### config.mk
export PLATFORM = sky130hd
export DESIGN_NAME = shift_loader
export DESIGN_NICKNAME = d
export VERILOG_FILES = /design/src/rtl/shift_loader.sv
export SDC_FILE = /design/constraint.sdc
export NUM_CORES = 1
export LEC_CHECK = 0
export CAP_MARGIN = 25
export CORE_ASPECT_RATIO = 1.4
export CORE_UTILIZATION = 50
export DETAILED_ROUTE_END_ITERATION = 8
export MAX_ROUTING_LAYER = met4
export PLACE_DENSITY = 0.76
export SYNTH_ARGS = -nofsm -noshare
export SYNTH_HDL_FRONTEND = slang
export SYNTH_SLANG_ARGS = --single-unit
### constraint.sdc
create_clock -name clk -period 1.82 [get_ports clk]
set_input_delay 0.364 -clock clk [delete_from_list [all_inputs] [get_ports clk]]
set_output_delay 0.364 -clock clk [all_outputs]
set_load 0.01 [all_outputs]
### src/rtl/shift_loader.sv
// shift_loader: serial-to-parallel front end that frames WIDTH qualified bits after a start pulse
// and presents the assembled word with a one-cycle load strobe; restart mid-frame aborts the frame.
module shift_loader #(
    parameter int WIDTH     = 8,
    parameter bit MSB_FIRST = 1'b1
) (
    input  logic             clk,
    input  logic             rst,
    input  logic             start,
    input  logic             sin,
    input  logic             sin_valid,
    output logic [WIDTH-1:0] data_out,
    output logic             load,
    output logic             busy,
    output logic             abort
);
    localparam int CW = $clog2(WIDTH);

    typedef enum logic {IDLE, SHIFT} state_t;

    state_t           state_q, state_d;
    logic [CW-1:0]    cnt_q, cnt_d;
    logic [WIDTH-1:0] shreg_q, shreg_d;
    logic [WIDTH-1:0] data_q, data_d;
    logic             load_q, load_d;
    logic             busy_q, busy_d;
    logic             abort_q, abort_d;
    logic [WIDTH-1:0] shifted;
    logic             last;

    always_comb begin
        shifted = MSB_FIRST ? {shreg_q[WIDTH-2:0], sin} : {sin, shreg_q[WIDTH-1:1]};
        last    = cnt_q == CW'(WIDTH - 1);
        state_d = state_q;
        cnt_d   = cnt_q;
        shreg_d = shreg_q;
        data_d  = data_q;
        load_d  = 1'b0;
        abort_d = 1'b0;
        // start wins over everything, including a pending final bit
        if (start) begin
            abort_d = state_q == SHIFT;
            state_d = SHIFT;
            cnt_d   = '0;
            shreg_d = '0;
        end else if (state_q == SHIFT && sin_valid) begin
            shreg_d = shifted;
            cnt_d   = last ? '0 : cnt_q + CW'(1);
            data_d  = last ? shifted : data_q;
            load_d  = last;
            state_d = last ? IDLE : SHIFT;
        end
        busy_d = state_d == SHIFT;
    end

    always_ff @(posedge clk or negedge rst) begin
        if (!rst) begin
            state_q <= IDLE;
            cnt_q   <= '0;
            shreg_q <= '0;
            data_q  <= '0;
            load_q  <= 1'b0;
            busy_q  <= 1'b0;
            abort_q <= 1'b0;
        end else begin
            state_q <= state_d;
            cnt_q   <= cnt_d;
            shreg_q <= shreg_d;
            data_q  <= data_d;
            load_q  <= load_d;
            busy_q  <= busy_d;
            abort_q <= abort_d;
        end
    end

    assign data_out = data_q;
    assign load     = load_q;
    assign busy     = busy_q;
    assign abort    = abort_q;
endmodule

==> summary.txt <==
Power and ir drop
  • Pwr Total: 0.7533 mW
  • Pwr Density: 666.0 mW/mm^2
  • Worst vdd ir: 0.4637 mV
  • Lkg Pwr: 0.5203 nW

Worst hold path
  • Hold WC Path Type: in2async

Floorplan
  • Starting density of the core: 55.92%
  • Die area: between 0.002 and 0.0025 sq mm
  • Io pins: 16
  • Die Span X: 38.17 microns
  • Chip height: 52.64 microns
  • FP Rows: 17
  • Core region area: 0.001638 sq mm

Setup path
  • Crit-path max cell delay: 0.54 ns
  • Crit. End Element: output pin
  • Buf/Inv on CP: 1
  • CP startpoint kind: flop
  • Worst EP required: 1.46 ns
  • Maximum fanout along the worst path: 3
  • CP cell instances: clkdlybuf4s50_1
  • Cell family with most CP delay: buffers and inverters
  • CP arrival: 1.22 ns
  • Slowest cell on crit path: clkdlybuf4s50_1
  • CP Class: reg2out

Synthesis
  • Number of synthesized register bits: 21
  • Seq/Total Area, Yosys: 57.38%
  • Post-synth cell types: 14
  • Post-Syn Nets: 78
  • Synth warn: 0
  • Syn Std Cell Area: 915.9 sq um
  • Average cell area after synthesis: about 13 sq um
  • Post-Synthesis Cells: 71

Detailed routing
  • DRC: 0
  • Routed WL: 1429 microns
  • DR WL met3: 56 microns
  • Routed wl met2: 642 microns
  • Final ANT Viol Nets: 0
  • DRT met1 WL: 697 microns
  • Drt first pass iters: 3
  • Drt via density: 5.550
  • Initial DRC count: 8
  • Wire per inst: roughly 13 microns
  • Via count: just over 600
  • DR top layer: met4

GRT
  • Number of global-route vias before repair: ~520
  • Initial antenna violation count: 0
  • Grt total ovfl: 0
  • Total GRT Usage: 18.35%
  • Largest net degree at the start of global routing: 22
  • First-pass GRT wire length: 2380 microns

Placement
  • Hpwl dp: 978.6 microns
  • IO Port Bufs: 15
  • Dpl ws: between 0.2 and 0.3 ns
  • GP Congestion: 0.6749
  • Cell Area, Placed: 0.001104 sq mm
  • Placed Cells incl. Taps: 105

Cells and area
  • Fill count: 124
  • Final non-filler cell total: approximately 110
  • Share of layout cells above drive strength 1: 31.11%
  • Area Overhead vs Synth: 23.50%
  • Final-stage net count: 98
  • Fin util: 69.06%
  • Post-Layout Inst Area: 0.001131 sq mm
  • N_diodes: 0

Clocking
  • # Post-CTS Setup Buffers: 0
  • # resized after CTS: 0
  • Cts hold-fix bufs: 0
  • Clock-pin slew on the worst setup and hold paths: 0.12 ns
  • CTS tree: done
  • Clock sink total: 21
  • Total CTS buffers: 3
  • Htree depth: 1
  • Longest Clk Path Bufs: 2
  • Clk_lat worst skew: about 0.3 ns
  • Clock Tree Root: clkbuf_4

Timing
  • Hold Vio Cnt, Final: 0
  • RSZ-0062 raised after global routing: false
  • Hold Slack: 0.3855 ns
  • Worst Skew: 0.004909 ns
  • Slew Viols, Final: 0
  • Slew @ Worst Pin: 0.2596 ns
  • Final worst slack: 0.2332 ns
  • Fmax: 0.6302 GHz
  • Final period util: 87.19%
  • Max_slew headroom: ~83%
  • Tmin final: 1.587 ns
  • Setup TNS: 0 ns
  • Final Setup Violations: 0

Outcome
  • Outcome: finished clean

Job
  • Number of max-cap violations: 0
==> cells by family after synthesis <==
group,count (synthesis),share of synthesized area (%)
compound gates,21,17.21
fa+ha+maj,2,2.732
buf+inv,6,3.005
flops,21,57.38
mux,8,9.836
simple gates,13,9.835
==> cell usage in the layout (no fill, tap or decap) <==
cell             instances
clkdlybuf4s50_1         15
a21bo_2                 10
ha_1                     2
clkinv_2                 1
clkbuf_4                 3
dfrtp_1                 21
mux2_2                   8
a21o_1                   1
inv_1                    1
buf_4                    5
nand2_1                  1
nand4bb_1                1
a21oi_1                 10
nand4b_4                 1
and2_1                   1
nand3_1                  9
==> cells in the mapped netlist <==
cell type	count	area share, %
ha_1	2	2.7
nand4b_4	1	2.6
a21bo_2	10	11
buf_2	4	2.2
and2_1	1	0.68
a21o_1	1	0.82
clkbuf_1	1	0.41
nand2_1	1	0.41
mux2_2	8	9.8
inv_1	1	0.41
nand3_1	9	4.9
dfrtp_1	21	57
a21oi_1	10	5.5
nand4bb_1	1	1.2
==> power breakdown <==
part / leakage, nW / switching [mW] / internal, mW
clock network: 0.0177 / 0.142 / 0.0820
logic: 0.219 / 0.0276 / 0.0251
registers: 0.284 / 0.00388 / 0.473
==> cell type report <==
| type | instances | area (sq um) | share of cell area, % |
|---|---|---|---|
| well taps | 19 | 23.77 | 2.102 |
| inverters | 1 | 3.754 | 0.3319 |
| clock buffers | 3 | 22.52 | 1.991 |
| repair buffers | 20 | 187.7 | 16.59 |
| flip-flops and latches | 21 | 525.5 | 46.46 |
| multi-input cells | 44 | 362.8 | 32.08 |
| clock inverters | 1 | 5.005 | 0.4425 |
==> registers in the layout (all words and copies together) (netlist names) <==
register / flops
data_out: 8
cnt_q: 3
load: 1
shreg_q: 7
busy: 1
abort: 1
==> final timing paths <==
path,from,to,slack (ns),cells past startpoint
max,busy,busy,0.23,1
min,rst,data_out[7],0.39,2
max reg2reg,cnt_q[0],data_out[0],0.35,4
min reg2reg,data_out[7],data_out[7],0.52,1
max in group asynchronous,rst,cnt_q[1],1.22,2
min in group clk,data_out[7],data_out[7],0.52,1
==> per-layer routing <==
metal | up-vias | global-route usage, %
met4 | 0 | 10.71
li1 | 290 | -
met2 | 13 | 25.14
met5 | - | -
met3 | 4 | 5.106
met1 | 298 | 24.07
No activity file was read; power rests on OpenSTA's default activity.
